File: src/rtl/lpif_pkg.sv
// Shared LPIF state codes, TX beat format and PHY FSM states for the
// PHY-side LPIF controller.
package lpif_pkg;

    localparam logic [3:0] ST_RESET     = 4'h0;
    localparam logic [3:0] ST_ACTIVE    = 4'h1;
    localparam logic [3:0] ST_L1        = 4'h4;
    localparam logic [3:0] ST_LINKRESET = 4'h9;
    localparam logic [3:0] ST_RETRAIN   = 4'hB;

    localparam logic [2:0] PROTO_PCIE = 3'b000;

    typedef struct packed {
        logic [63:0] data;
        logic [7:0]  valid;
        logic [8:0]  tlp_start;
        logic [8:0]  tlp_end;
        logic [8:0]  dllp_start;
        logic [8:0]  dllp_end;
    } lpif_beat_t;

    typedef enum logic [2:0] {
        S_RESET,
        S_ACTIVE,
        S_RETRAIN,
        S_STALL,
        S_L1,
        S_LINKRESET
    } phy_state_e;

    // Width codes are log2(lanes); a code wider than the link is built for
    // is reported as the full link width.
    function automatic logic [2:0] clamp_width(input logic [2:0] code,
                                               input logic [2:0] max_code);
        return (code > max_code) ? max_code : code;
    endfunction

endpackage

File: src/rtl/lpif_tx_fifo.sv
// First-word fall-through beat buffer between the LPIF boundary and the PHY
// TX path; flush drops all buffered beats in one cycle.
module lpif_tx_fifo
    import lpif_pkg::*;
#(
    parameter int DEPTH = 4
) (
    input  logic       clk,
    input  logic       reset,
    input  logic       flush,
    input  logic       push,
    input  lpif_beat_t wr_beat,
    input  logic       pop,
    output lpif_beat_t rd_beat,
    output logic       full,
    output logic       empty
);

    localparam int AW = $clog2(DEPTH);
    localparam logic [AW:0] FULL_COUNT = (AW + 1)'(DEPTH);

    // NOTE: storage is not reset; count and pointers alone decide which
    // entries are valid, so clearing the array would only cost area.
    lpif_beat_t    mem [DEPTH];
    logic [AW-1:0] wr_ptr;
    logic [AW-1:0] rd_ptr;
    logic [AW:0]   count;
    logic          do_push;
    logic          do_pop;

    assign empty   = (count == '0);
    assign full    = (count == FULL_COUNT);
    assign do_pop  = pop && !empty;
    // A pop in the same cycle frees the slot, so a full FIFO can still accept.
    assign do_push = push && (!full || do_pop);
    assign rd_beat = empty ? '0 : mem[rd_ptr];

    always_ff @(posedge clk) begin
        if (do_push) begin
            mem[wr_ptr] <= wr_beat;
        end
    end

    // NOTE: state registers use non-blocking assignments so every flop
    // samples the pre-edge values regardless of statement order.
    always_ff @(posedge clk) begin
        if (reset || flush) begin
            wr_ptr <= '0;
            rd_ptr <= '0;
            count  <= '0;
        end else begin
            if (do_push) begin
                wr_ptr <= wr_ptr + 1'b1;
            end
            if (do_pop) begin
                rd_ptr <= rd_ptr + 1'b1;
            end
            count <= count + {{AW{1'b0}}, do_push} - {{AW{1'b0}}, do_pop};
        end
    end

endmodule

File: src/rtl/lpif_phy_ctrl.sv
// PHY-side LPIF controller: state_req/state_sts handshake, stall and
// clock-gate handshakes, and Irdy/trdy-controlled TX beat buffering.
module lpif_phy_ctrl
    import lpif_pkg::*;
#(
    parameter int FIFO_DEPTH = 4,
    parameter int LANES      = 16
) (
    input  logic        Clk,
    input  logic        reset,
    input  logic [63:0] Data,
    input  logic [7:0]  Valid,
    input  logic        Irdy,
    input  logic [8:0]  tlp_start,
    input  logic [8:0]  tlp_end,
    input  logic [8:0]  dllp_start,
    input  logic [8:0]  dllp_end,
    input  logic [3:0]  state_req,
    input  logic        stall_ack,
    input  logic        ex_cg_ack,
    input  logic        ltssm_l0,
    input  logic        ltssm_recovery,
    input  logic [2:0]  lane_width,
    output logic        trdy,
    output logic [3:0]  state_sts,
    output logic        link_up,
    output logic [2:0]  link_cfg,
    output logic        stall_req,
    output logic        ex_cg_req,
    output logic        phyinl1,
    output logic        phyinrecenter,
    output logic        rxframe_errmask,
    output logic        protocol_valid,
    output logic [2:0]  protocol,
    output logic [63:0] tx_data,
    output logic [7:0]  tx_valid,
    output logic [8:0]  tx_tlp_start,
    output logic [8:0]  tx_tlp_end,
    output logic [8:0]  tx_dllp_start,
    output logic [8:0]  tx_dllp_end,
    output logic        tx_vld,
    input  logic        tx_rdy
);

    localparam logic [2:0] MAX_WIDTH_CODE = 3'($clog2(LANES));

    phy_state_e state;
    lpif_beat_t wr_beat;
    lpif_beat_t head_beat;
    logic       fifo_full;
    logic       fifo_empty;
    logic       fifo_flush;

    assign wr_beat = '{data: Data, valid: Valid, tlp_start: tlp_start,
                       tlp_end: tlp_end, dllp_start: dllp_start, dllp_end: dllp_end};
    assign fifo_flush = (state_req == ST_LINKRESET);

    assign trdy = (state == S_ACTIVE) && !stall_req && (!fifo_full || (tx_vld && tx_rdy));

    lpif_tx_fifo #(.DEPTH(FIFO_DEPTH)) u_tx_fifo (
        .clk     (Clk),
        .reset   (reset),
        .flush   (fifo_flush),
        .push    (Irdy && trdy),
        .wr_beat (wr_beat),
        .pop     (tx_rdy),
        .rd_beat (head_beat),
        .full    (fifo_full),
        .empty   (fifo_empty)
    );

    assign tx_vld         = !fifo_empty;
    assign tx_data        = head_beat.data;
    assign tx_valid       = head_beat.valid;
    assign tx_tlp_start   = head_beat.tlp_start;
    assign tx_tlp_end     = head_beat.tlp_end;
    assign tx_dllp_start  = head_beat.dllp_start;
    assign tx_dllp_end    = head_beat.dllp_end;
    assign protocol_valid = link_up;
    assign protocol       = PROTO_PCIE;

    always_ff @(posedge Clk) begin
        if (reset) begin
            state           <= S_RESET;
            state_sts       <= ST_RESET;
            link_up         <= 1'b0;
            link_cfg        <= '0;
            stall_req       <= 1'b0;
            ex_cg_req       <= 1'b0;
            phyinl1         <= 1'b0;
            phyinrecenter   <= 1'b0;
            rxframe_errmask <= 1'b0;
        end else if (state_req == ST_LINKRESET) begin
            state           <= S_LINKRESET;
            state_sts       <= ST_LINKRESET;
            link_up         <= 1'b0;
            stall_req       <= 1'b0;
            ex_cg_req       <= 1'b0;
            phyinl1         <= 1'b0;
            phyinrecenter   <= 1'b0;
            rxframe_errmask <= (state == S_RETRAIN);
        end else begin
            // Mask stays up for one cycle after leaving RETRAIN.
            rxframe_errmask <= (state == S_RETRAIN);
            case (state)
                S_RESET: begin
                    if (state_req == ST_ACTIVE && ltssm_l0) begin
                        state     <= S_ACTIVE;
                        state_sts <= ST_ACTIVE;
                        link_up   <= 1'b1;
                        link_cfg  <= clamp_width(lane_width, MAX_WIDTH_CODE);
                    end
                end
                S_ACTIVE: begin
                    if (ltssm_recovery) begin
                        state           <= S_RETRAIN;
                        state_sts       <= ST_RETRAIN;
                        phyinrecenter   <= 1'b1;
                        rxframe_errmask <= 1'b1;
                    end else if (state_req == ST_L1) begin
                        state     <= S_STALL;
                        stall_req <= 1'b1;
                    end
                end
                S_RETRAIN: begin
                    if (ltssm_l0 && !ltssm_recovery) begin
                        state         <= S_ACTIVE;
                        state_sts     <= ST_ACTIVE;
                        phyinrecenter <= 1'b0;
                        link_up       <= 1'b1;
                        link_cfg      <= clamp_width(lane_width, MAX_WIDTH_CODE);
                    end
                end
                S_STALL: begin
                    // Buffered beats must reach the PHY before entering L1.
                    if (stall_ack && fifo_empty) begin
                        state     <= S_L1;
                        state_sts <= ST_L1;
                        stall_req <= 1'b0;
                        phyinl1   <= 1'b1;
                        ex_cg_req <= 1'b1;
                    end
                end
                S_L1: begin
                    if (ex_cg_req && ex_cg_ack) begin
                        ex_cg_req <= 1'b0;
                    end
                    if (state_req == ST_ACTIVE) begin
                        state           <= S_RETRAIN;
                        state_sts       <= ST_RETRAIN;
                        phyinl1         <= 1'b0;
                        ex_cg_req       <= 1'b0;
                        phyinrecenter   <= 1'b1;
                        rxframe_errmask <= 1'b1;
                    end
                end
                S_LINKRESET: begin
                    state     <= S_RESET;
                    state_sts <= ST_RESET;
                end
                default: begin
                    state     <= S_RESET;
                    state_sts <= ST_RESET;
                end
            endcase
        end
    end

endmodule
File: config.mk
export PLATFORM = sky130hd
export DESIGN_NAME = lpif_phy_ctrl
export DESIGN_NICKNAME = d
export VERILOG_FILES = /design/src/rtl/lpif_pkg.sv /design/src/rtl/lpif_tx_fifo.sv /design/src/rtl/lpif_phy_ctrl.sv
export SDC_FILE = /design/constraint.sdc
export NUM_CORES = 1
export LEC_CHECK = 0
export ABC_AREA = 0
export CORE_ASPECT_RATIO = 1.25
export CORE_MARGIN = 3
export CORE_UTILIZATION = 35
export DETAILED_ROUTE_END_ITERATION = 8
export PLACE_DENSITY_LB_ADDON = 0.2
export RECOVER_POWER = 25
export SETUP_SLACK_MARGIN = 0.05
export SLEW_MARGIN = 20
export SYNTH_ARGS = -nofsm -noshare
export SYNTH_HDL_FRONTEND = slang
export SYNTH_HIERARCHICAL = 1
export SYNTH_SLANG_ARGS = --single-unit
File: constraint.sdc
create_clock -name Clk -period 6.19 [get_ports Clk]
set_input_delay 1.238 -clock Clk [delete_from_list [all_inputs] [get_ports Clk]]
set_output_delay 1.238 -clock Clk [all_outputs]
set_load 0.01 [all_outputs]
==> impl_metrics.json, run 1 <==
{
  "ys_ff_latch": 457,
  "yosys_most_used_dff": "edfxtp_1",
  "synthTopCellsByCount": "432 x edfxtp_1, 110 x nor2b_1, 108 x mux4_2",
  "stdcell_area_mm2": 0.0223,
  "numPortBuffers": 246,
  "min_to": "link_cfg[0]$_SDFFE_PP0P_",
  "synth_top_family_by_area": "multiplexers",
  "p_leak_nw": 6.87,
  "die_height_um": 257,
  "grt.total_usage": 0.146,
  "hold_depth": 2,
  "die_width_um": 207,
  "wl_um": 38200,
  "grt_pass1_wl_um": 58100,
  "drt-met1-wl_um": 15800,
  "cts_tree": "yes",
  "power.switching_mw": 2.33,
  "intPower_mw": 6.27,
  "ys_warn_count": 6,
  "postCtsSetupBuffers": 0,
  "clk_path_buf_depth": 3,
  "die-area_mm2": 0.0530,
  "hold_class": "reg2reg",
  "fp-row-count": 91,
  "muxShareOfSynthArea": 0.139,
  "placed_cells": 1705,
  "cp-start-kind": "flip-flop",
  "syn_area_mm2": 0.0176,
  "fin_util": 0.450,
  "period_needed_ns": 4.50,
  "outcome": "finished, final reports clean",
  "synth_compound_area_frac": 0.0132,
  "dp_hpwl_um": 23100,
  "postRouteAntennaNets": 0,
  "rsz0062_at_grt": "no",
  "setup_viol": 0,
  "combPwrFrac": 0.280,
  "hold_buffers": 0,
  "cp.required_ns": 4.95,
  "grt_pass1_vias": 9491,
  "yosysTopAreaCellShare": 0.737,
  "area_growth_pct": 26.7,
  "dpl-instance-area_mm2": 0.0209,
  "hold_slack_ns": 0.457,
  "synth_adder_area_share": 0.00469,
  "layout-drive-gt1-share": 0.171,
  "wl_met2_um": 19800,
  "drc": 0,
  "start_util": 0.355,
  "synth_top_cell_by_area": "edfxtp_1",
  "tns_ns": 0,
  "ir_drop_uv": 236,
  "reg2reg_to": "u_tx_fifo/mem[0][96]$_DFFE_PP_",
  "swShare": 0.271,
  "top_level_ports": 250,
  "finalNonFillerCells": 1795,
  "overflow": 0,
  "crit_fanout": 35,
  "synth_edf_count": 432,
  "path_class": "reg2out",
  "cts-buffers-inserted": 47,
  "cts.sinks": 457,
  "clk_pin_slew_ns": 0.06,
  "worst_pin_slew_ns": 0.860,
  "p_seq_frac": 0.412,
  "holdCritStartpoint": "link_cfg[0]$_SDFFE_PP0P_",
  "clockRootBuffer": "clkbuf_16",
  "max_freq_ghz": 0.222,
  "post_cts_resized": 0,
  "wl_met3_um": 1670,
  "slew_headroom": 0.427,
  "finalClockSkew_ns": 0.0108,
  "highest_layer": "met5",
  "cap_violations": 0,
  "yosysMostFrequentCell": "edfxtp_1",
  "clockPowerShare": 0.308,
  "insertion_delay_ns": 0.56,
  "fillers": 4327,
  "wl_per_cell_um": 21.3,
  "cp-end-kind": "primary output",
  "dr_total_vias": 8732,
  "r2r_slack_ns": 2.90,
  "power.density_mw_per_mm2": 386,
  "dr.pass1.iters": 4,
  "htree_levels": 2,
  "drtIter0Drc": 343,
  "r2r_start": "u_tx_fifo/count[1]$_SDFF_PP0_",
  "antenna_found_initial": 11,
  "seq_area_frac_synth": 0.765,
  "synth-simple-area-share": 0.0582,
  "fin_nets": 1232,
  "finalHoldViolCount": 0,
  "globalplace.congestion": 0.702,
  "synth-xor-area-share": 0.00249,
  "post-route-period-util": 0.727,
  "syn_inst": 840,
  "grt_max_degree": 58,
  "synthDistinctLibCells": 49,
  "critPathArrivalTime_ns": 3.26,
  "yosys-top-cells-area": "edfxtp_1 74%, mux4_2 14%, nor2b_1 3.9%",
  "drt-vias-per-instance": 4.86,
  "coreArea_mm2": 0.0495,
  "rr_worst_depth": 8,
  "avgSynthCellArea_um2": 21.0,
  "report.final.slew_viol_count": 0,
  "async_reset_ff_frac": 0
}
## power groups by stage
stage | sequential [mW] | combinational (mW) | clock [mW]
after detailed placement | 3.62 | 2.49 | 0
final | 3.55 | 2.41 | 2.65
after global placement | 3.62 | 2.48 | 0
after global routing | 3.56 | 2.60 | 2.87
after CTS | 3.55 | 2.50 | 2.74
after floorplan | 3.53 | 1.30 | 0
## metrics by stage
| step | power, mW | setup WS [ns] |
|---|---|---|
| 5_1_grt | 9.03 | 1.42 |
| 2_1_floorplan | 4.83 | 0.905 |
| 3_3_place_gp | 6.10 | 1.93 |
| 4_1_cts | 8.80 | 1.53 |
| 6_report | 8.60 | 1.69 |
| 3_5_place_dp | 6.11 | 1.85 |
## worst max-delay path by stage
stage,cells past startpoint,from,to
after floorplan,5,tx_rdy,u_tx_fifo/mem[0][0]$_DFFE_PP_
after global placement,6,tx_rdy,u_tx_fifo/mem[1][94]$_DFFE_PP_
after detailed placement,6,tx_rdy,u_tx_fifo/mem[1][89]$_DFFE_PP_
after CTS,4,flip-flop,tx_data[27]
after global routing,4,flip-flop,tx_data[26]
final,4,flip-flop,tx_data[26]
## registers in the layout, summed over array words and instances, names as in the netlist, named ones only
register	count
u_tx_fifo/mem	432
state_sts	4
link_cfg	3
state	3
u_tx_fifo/count	3
u_tx_fifo/rd_ptr	2
u_tx_fifo/wr_ptr	2
ex_cg_req	1
link_up	1
phyinl1	1
phyinrecenter	1
rxframe_errmask	1
stall_req	1
## routing by layer
| metal | GRT usage | vias up |
|---|---|---|
| li1 | - | 3918 |
| met1 | 0.182 | 4556 |
| met2 | 0.257 | 187 |
| met3 | 0.0309 | 69 |
| met4 | 0.0413 | 2 |
| met5 | 0 | - |
## worst max-delay path, cell delays in order, from the launching register on
cell             delay, ns
dfxtp_4               0.84
buf_4                 0.50
mux4_2                0.54
nor2b_1               0.15
clkdlybuf4s50_1       0.61
## cell usage in the layout, fill, tap and decap left out, types with 9 or more instances in the layout
cell type / Yosys / final
nor2b_1: 110 / 110
edfxtp_1: 432 / 432
clkinv_1: 0 / 13
clkbuf_1: 23 / 12
dlygate4sd3_1: 0 / 66
clkdlybuf4s50_1: 0 / 180
dfxtp_1: 25 / 23
mux4_2: 108 / 108
nand2_1: 10 / 10
inv_1: 11 / 11
a21oi_1: 13 / 13
buf_4: 4 / 9
clkbuf_16: 0 / 49
## area by class of cell
class,instances,area [um^2],share of cell area
sequential,457,13500,0.604
multi-input combinational,325,3870,0.174
timing repair buffer,261,2650,0.119
clock buffer,61,1270,0.0570
tap,651,815,0.0365
clock inverter,24,161,0.00724
inverter,11,41.3,0.00185
antenna,5,12.5,0.000561
## cells by family after synthesis
| group | after synthesis |
|---|---|
| mux | 110 |
| compound gates | 36 |
| buf+inv | 60 |
| other cells | 1 |
| simple gates | 165 |
| fa+ha+maj | 6 |
| flops | 457 |
| xor+xnor | 5 |
Note: power is estimated with default switching activity, not from simulation.
==> run 2, diff against run 1 <==
Clock period 6.19 ns to 4.7 ns, I/O delays scaled along.
==> run 2 against run 1 <==
Clock skew up 0.0036 ns; sequential power increased by 31%; total power grew 35%; highest routed layer unchanged; clock-buffer cell count rose by 1; flip-flop and latch count stayed put; clock power is 42% higher; utilization is 0.39 points higher; global-route usage fell by 0.25 points; cell count hardly changed.
==> impl_metrics.json, run 2 (synthesized netlist as in run 1, its figures left out) <==
{
  "clk_path_buf_depth": 3,
  "hold_buffers": 0,
  "clk_pin_slew_ns": 0.06,
  "start_util": 0.355,
  "cap_violations": 0,
  "area_growth_pct": 27.8,
  "power.switching_mw": 3.10,
  "layout_commonest_cell": "edfxtp_1",
  "finalClockSkew_ns": 0.0144,
  "r2r_start": "u_tx_fifo/count[1]$_SDFF_PP0_",
  "layout_common_cells": "432 x edfxtp_1, 181 x clkdlybuf4s50_1, 110 x nor2b_1",
  "grt_max_degree": 112,
  "reg2reg_to": "u_tx_fifo/count[2]$_SDFF_PP0_",
  "coreArea_mm2": 0.0495,
  "drc": 0,
  "postRouteAntennaNets": 0,
  "fin_nets": 1233,
  "die_height_um": 257,
  "p_leak_nw": 6.97,
  "min_to": "link_cfg[1]$_SDFFE_PP0P_",
  "numPortBuffers": 246,
  "post_cts_resized": 0,
  "clockPowerShare": 0.324,
  "finalHoldViolCount": 0,
  "dp_hpwl_um": 22100,
  "grt.total_usage": 0.144,
  "layout-drive-gt1-share": 0.179,
  "intPower_mw": 8.53,
  "hold_class": "reg2reg",
  "max_freq_ghz": 0.256,
  "cts.sinks": 457,
  "cp-start-kind": "flip-flop",
  "wl_um": 37900,
  "overflow": 0,
  "power.density_mw_per_mm2": 517,
  "rsz0062_at_grt": "no",
  "hold_slack_ns": 0.457,
  "regMostFlops": "u_tx_fifo/mem",
  "combPwrFrac": 0.278,
  "holdCritStartpoint": "link_cfg[1]$_SDFFE_PP0P_",
  "globalplace.congestion": 0.733,
  "htree_levels": 2,
  "dr_total_vias": 8617,
  "antenna_found_initial": 8,
  "fp-row-count": 91,
  "clockRootBuffer": "clkbuf_16",
  "drtIter0Drc": 417,
  "insertion_delay_ns": 0.56,
  "critPathArrivalTime_ns": 2.97,
  "slew_headroom": 0.496,
  "period_needed_ns": 3.91,
  "wl_per_cell_um": 21.1,
  "fillers": 4260,
  "drt-vias-per-instance": 4.80,
  "largest_register_ffs": 432,
  "cp-end-kind": "primary output",
  "swShare": 0.267,
  "postCtsSetupBuffers": 0,
  "grt_pass1_wl_um": 57400,
  "outcome": "finished, final reports clean",
  "r2r_slack_ns": 1.67,
  "die-area_mm2": 0.0530,
  "grt_pass1_vias": 9321,
  "dr.pass1.iters": 4,
  "cp.required_ns": 3.76,
  "ir_drop_uv": 487,
  "post-route-period-util": 0.833,
  "setup_viol": 0,
  "crit_fanout": 29,
  "rr_worst_depth": 13,
  "p_seq_frac": 0.399,
  "path_class": "reg2out",
  "worst_pin_slew_ns": 0.755,
  "top_level_ports": 250,
  "tns_ns": 0,
  "report.final.slew_viol_count": 0,
  "reg_top3": "u_tx_fifo/mem: 432 flops, state_sts: 4 flops",
  "cts_tree": "yes",
  "cts-buffers-inserted": 46,
  "die_width_um": 207,
  "hold_depth": 2
}
run 2: cell types whose count changed in the layout (fill, tap and decap cells not counted), sizes merged, moves of 2 or more:
cell      previous run  this run
clkinv              19        14
diode                5         2
bufinv               2         7
buf                 15        17
clkinvlp             3         1
run 2: power by group through the flow:
stage | clock, mW | sequential [mW] | combinational, mW
final | 3.77 | 4.64 | 3.23
after global routing | 4.06 | 4.65 | 3.49
after CTS | 3.88 | 4.64 | 3.35
after detailed placement | 0 | 4.73 | 3.33
after global placement | 0 | 4.73 | 3.34
after floorplan | 0 | 4.64 | 1.71
run 2: routing by layer:
layer	track usage	routed length, um
met2	0.248	19800
met3	0.0311	1800
met1	0.182	15400
met4	0.0396	841
met5	0	36
run 2: layout make-up:
| class | instances | area (um^2) | share of cell area |
|---|---|---|---|
| flip-flops and latches | 457 | 13500 | 0.599 |
| multi-input cells | 325 | 3870 | 0.172 |
| repair buffers | 263 | 2730 | 0.121 |
| clock buffers | 62 | 1250 | 0.0557 |
| well taps | 651 | 815 | 0.0362 |
| clock inverters | 23 | 305 | 0.0136 |
| inverters | 11 | 41.3 | 0.00184 |
| diodes | 2 | 5.00 | 0.000222 |
run 2: how the worst max path moves through the flow:
stage,from,endpoint
6_report,flip-flop,tx_data[10]
5_1_grt,flip-flop,tx_data[16]
4_1_cts,flip-flop,tx_data[10]
3_5_place_dp,tx_rdy,u_tx_fifo/count[2]$_SDFF_PP0_
3_3_place_gp,tx_rdy,u_tx_fifo/count[2]$_SDFF_PP0_
2_1_floorplan,u_tx_fifo/count[1]$_SDFF_PP0_,u_tx_fifo/mem[0][0]$_DFFE_PP_
run 2: through the flow:
step                      setup WS (ns)  total power [mW]   util  cell area (um^2)  instances
after floorplan                   0.800              6.36      -             17600        842
after global placement            0.965              8.06  0.423             20900       1707
after detailed placement          0.899              8.06  0.423             20900       1707
after CTS                         0.661              11.9  0.454             22500       1792
after global routing              0.571              12.2  0.454             22500       1793
final                             0.787              11.6  0.454             22500       1794
run 2: worst max-delay path: stages (launching register included):
cell             delay [ns]
dfxtp_4                0.77
buf_4                  0.41
mux4_2                 0.53
nor2b_1                0.16
clkdlybuf4s50_1        0.53
==> patch 1 (settings of run 2) <==
Encoding of `phy_state_e`: now one-hot (6 bits for 6 states).
--- a/src/rtl/lpif_pkg.sv
+++ b/src/rtl/lpif_pkg.sv
@@ -19,13 +19,13 @@
         logic [8:0]  dllp_end;
     } lpif_beat_t;
 
-    typedef enum logic [2:0] {
-        S_RESET,
-        S_ACTIVE,
-        S_RETRAIN,
-        S_STALL,
-        S_L1,
-        S_LINKRESET
+    typedef enum logic [5:0] {
+        S_RESET     = 6'b000001,
+        S_ACTIVE    = 6'b000010,
+        S_RETRAIN   = 6'b000100,
+        S_STALL     = 6'b001000,
+        S_L1        = 6'b010000,
+        S_LINKRESET = 6'b100000
     } phy_state_e;
 
     // Width codes are log2(lanes); a code wider than the link is built for
Function: same outputs for any inputs over 4 cycles, from zero or initial values and one cycle with reset high; so few cycles prove little.
==> patch 1 against run 2 <==
- sequential cell count is 3 higher
- largest power group unchanged
- clock power is 9.3% lower
- count of clock-buffer cells in the layout is 9 higher
- power is 3.1% lower
- largest cell class unchanged
- global-route usage is 0.097 points lower
- critical path type unchanged
- die area is 0.73% higher
- area after synthesis is 0.75% higher
- fmax is 5.5% higher
- clock skew is 0.0045 ns higher
- wire length is 0.67% higher
- sequential share of layout area is 0.21 points higher
- critical endpoint is now tx_dllp_end[3]
- final area hardly changed
- worst hold slack worse by 0.0076 ns
- setup slack better by 0.20 ns
==> patch 1: results (changes against run 2) <==
metric;value;unit;change
grt_first_pass_wirelength;58800;um;+2.6%
cts_buffers;47;;+2.2%
r2r_setup_slack;1.65;ns;-0.02 ns
ys_seq_area_share;76.3;%;-0.23 points
final_nets;1250;;+1.4%
r2r_start;state[3]$_SDFFE_PP0P_;;
synth_commonest_cells;edfxtp_1 (432), mux4_2 (108), nor2b_1 (108), dfxtp_1 (28), clkbuf_1 (21);;
status;finished clean;;
crit_path_max_fanout;47;;+62%
crit_arrival;2.77;ns;-0.20 ns
hp-start;phyinrecenter$_SDFFE_PP0P_;;
routabilityCongestion;0.747;;+2.0%
use_met1;17.1;%;-1.1 points
reg.largest.list;u_tx_fifo/mem: 432 flops, state: 6 flops, state_sts: 4 flops;;
vdd_drop_max;485;uV;-0.43%
drtIter0Drc;400;;-4.1%
grt_max_degree;95;;-15%
synth_area_leaders;edfxtp_1 (73%), mux4_2 (14%), nor2b_1 (3.8%);;
fin_skew;0.0189;ns;+0.00450 ns
use_met2;25.2;%;+0.34 points
hold_ws;0.450;ns;-0.00759 ns
drive_above_1_share;17.3;%;-0.59 points
antenna_found_initial;12;;+4
crit_path_top_delay_cell;mux4_2;;
track_usage;14.3;%;-0.097 points
synthDistinctLibCells;53;;+8.2%
grt_pass1_vias;9595;;+2.9%
tightestPinTransition;0.634;ns;-0.121 ns
swShare;27.0;%;+0.29 points
ff2ff_path_depth;12;;-1
routed_wirelength;38100;um;+0.67%
min_to;phyinrecenter$_SDFFE_PP0P_;;
cellLeakagePower;6.96;nW;-0.13%
critPathMaxStageDelay;0.59;ns;-0.18 ns
clk_root_buffer_cell;clkbuf_16;;
drt-vias-per-instance;4.89;;+1.7%
patch 1: cell types whose count changed after synthesis, moves of 3 or more:
cell     before  now
nand3_1       5    9
a21oi_1      13   10
dfxtp_1      25   28
nor2_1        6   15
nand2_1      10    6
nor3_1        6   11
a31oi_1       4    1
patch 1: worst max path at each step:
stage / startpoint / end / slack [ns] / cells past startpoint
3_5_place_dp: tx_rdy / u_tx_fifo/count[2]$_SDFF_PP0_ / 1.01 / 12
3_3_place_gp: tx_rdy / u_tx_fifo/count[2]$_SDFF_PP0_ / 1.07 / 12
6_report: register / tx_dllp_end[3] / 0.99 / 4
2_1_floorplan: u_tx_fifo/count[1]$_SDFF_PP0_ / u_tx_fifo/mem[0][0]$_DFFE_PP_ / 1.03 / 10
4_1_cts: register / tx_data[41] / 0.89 / 4
5_1_grt: register / tx_data[42] / 0.81 / 4
patch 1: power by group through the flow:
| stage | Combinational (W) | Sequential, W | Clock [W] |
|---|---|---|---|
| 2_1_floorplan | 0.00172 | 0.00467 | 0 |
| 3_3_place_gp | 0.00333 | 0.00473 | 0 |
| 3_5_place_dp | 0.00332 | 0.00473 | 0 |
| 4_1_cts | 0.00334 | 0.00464 | 0.00356 |
| 5_1_grt | 0.00349 | 0.00465 | 0.00372 |
| 6_report | 0.00322 | 0.00464 | 0.00342 |
patch 1: cell type report:
type / count / share of cell area, %
Tap cell: 651 / 3.62
Inverter: 11 / 0.183
Clock inverter: 14 / 0.300
Antenna cell: 7 / 0.0778
Clock buffer: 71 / 5.95
Sequential cell: 460 / 60.1
Timing Repair Buffer: 262 / 12.1
Multi-Input combinational cell: 339 / 17.6
patch 1: layer usage:
| layer | share of wire, % | up-vias |
|---|---|---|
| met2 | 52 | 207 |
| li1 | - | 3981 |
| met3 | 5.3 | 79 |
| met1 | 40 | 4595 |
| met5 | 0.10 | - |
| met4 | 2.8 | 6 |
patch 1: through the flow:
step	instance area (um2)	power, W	util, %	std cells
final	22500	0.0113	45.3	1815
after global routing	22500	0.0119	45.2	1810
after CTS	22500	0.0115	45.2	1808
after detailed placement	21100	0.00805	42.4	1723
after global placement	21100	0.00805	42.4	1723
after floorplan	17700	0.00639	-	855
patch 1: cell families (layout without fill, tap and decap cells):
| kind of cell | Yosys count | count (layout) | synth area share, % |
|---|---|---|---|
| xor gates and xnor gates | 5 | 5 | 0.247 |
| and+or+nand+nor | 185 | 185 | 6.40 |
| muxes | 109 | 109 | 13.8 |
| AOI/OAI and AO/OA | 31 | 31 | 1.28 |
| buffers and inverters | 56 | 358 | 1.50 |
| adders and majority gates | 6 | 6 | 0.466 |
| DFF | 460 | 460 | 76.3 |
| other | 1 | 10 | 0.0211 |
==> patch 2 (config.mk and constraints of run 2) <==
Made on the original files. `LANES`: 16 -> 8.
--- a/src/rtl/lpif_phy_ctrl.sv
+++ b/src/rtl/lpif_phy_ctrl.sv
@@ -4,7 +4,7 @@
     import lpif_pkg::*;
 #(
     parameter int FIFO_DEPTH = 4,
-    parameter int LANES      = 16
+    parameter int LANES      = 8
 ) (
     input  logic        Clk,
     input  logic        reset,
Behaviour: not the same (Yosys sat finds a counterexample within 4 cycles, from zero or initial values and one cycle with reset high).
==> patch 2 against run 2 <==
- wire length is 1.6% higher
- synthesized cell count is 0.95% higher
- setup slack improved by 0.0027 ns
- area after synthesis is 0.58% higher
- global-route usage barely moved
- final area increased by 0.21%
- sequential cell count unchanged
- power grew 4.1%
- critical path type unchanged
- largest power group unchanged
==> patch 2: results (changes against run 2) <==
metric;value;unit;change
grt_first_pass_wirelength;59200;um;+3.3%
hp-start;link_up$_SDFFE_PP0P_;;
synth_area_leaders;edfxtp_1 (73%), mux4_2 (14%), nor2b_1 (4.0%);;
final_nets;1244;;+0.89%
drt-vias-per-instance;4.89;;+1.9%
min_to;link_up$_SDFFE_PP0P_;;
synthDistinctLibCells;52;;+6.1%
hold_ws;0.477;ns;+0.0193 ns
nMultiInputCombCells;336;;+3.4%
firstDrtPassIters;6;;+2
use_met3;3.24;%;+0.13 points
critPathMaxStageDelay;0.80;ns;+0.03 ns
r2r_setup_slack;1.64;ns;-0.03 ns
cellLeakagePower;6.98;nW;+0.20%
vdd_drop_max;506;uV;+4.0%
antenna_found_initial;6;;-2
multi_input_area;3980;um2;+2.8%
powerClk;0.00359;W;-5%
wl_met1;16200;um;+5.0%
diodes;5;;+3
crit_path_max_fanout;30;;+3.4%
status;finished clean;;
drive_above_1_share;18.1;%;+0.24 points
placed_cell_area;21000;um2;+0.53%
wl_per_cell;21.3;um;+1.0%
routabilityCongestion;0.721;;-1.6%
syn_avg_cell_area;20.9;um2;-0.37%
ys_seq_area_share;76.1;%;-0.44 points
routed_wirelength;38500;um;+1.6%
p_seq;0.00489;W;+5.4%
finalCritPeriodShare;83.2;%;about the same
fin_skew;0.0128;ns;-0.00158 ns
post-dp-hpwl;22400;um;+1.7%
-- patch 2: cell types whose count changed after synthesis, moves of 3 or more --
cell / before / now
o21ai_0: 5 / 10
nor3_1: 6 / 11
buf_4: 4 / 7
nor2_1: 6 / 11
nand2_1: 10 / 3
a21oi_1: 13 / 9
a211oi_1: 0 / 4
clkbuf_1: 23 / 20
nor2b_1: 110 / 113
-- patch 2: worst max-delay path by stage --
stage,end,slack [ns],depth (start not counted)
2_1_floorplan,u_tx_fifo/mem[0][0]$_DFFE_PP_,0.95,10
3_3_place_gp,u_tx_fifo/count[2]$_SDFF_PP0_,1.06,12
3_5_place_dp,u_tx_fifo/count[2]$_SDFF_PP0_,0.98,12
4_1_cts,tx_data[46],0.66,4
5_1_grt,tx_data[51],0.56,4
6_report,tx_data[46],0.79,4
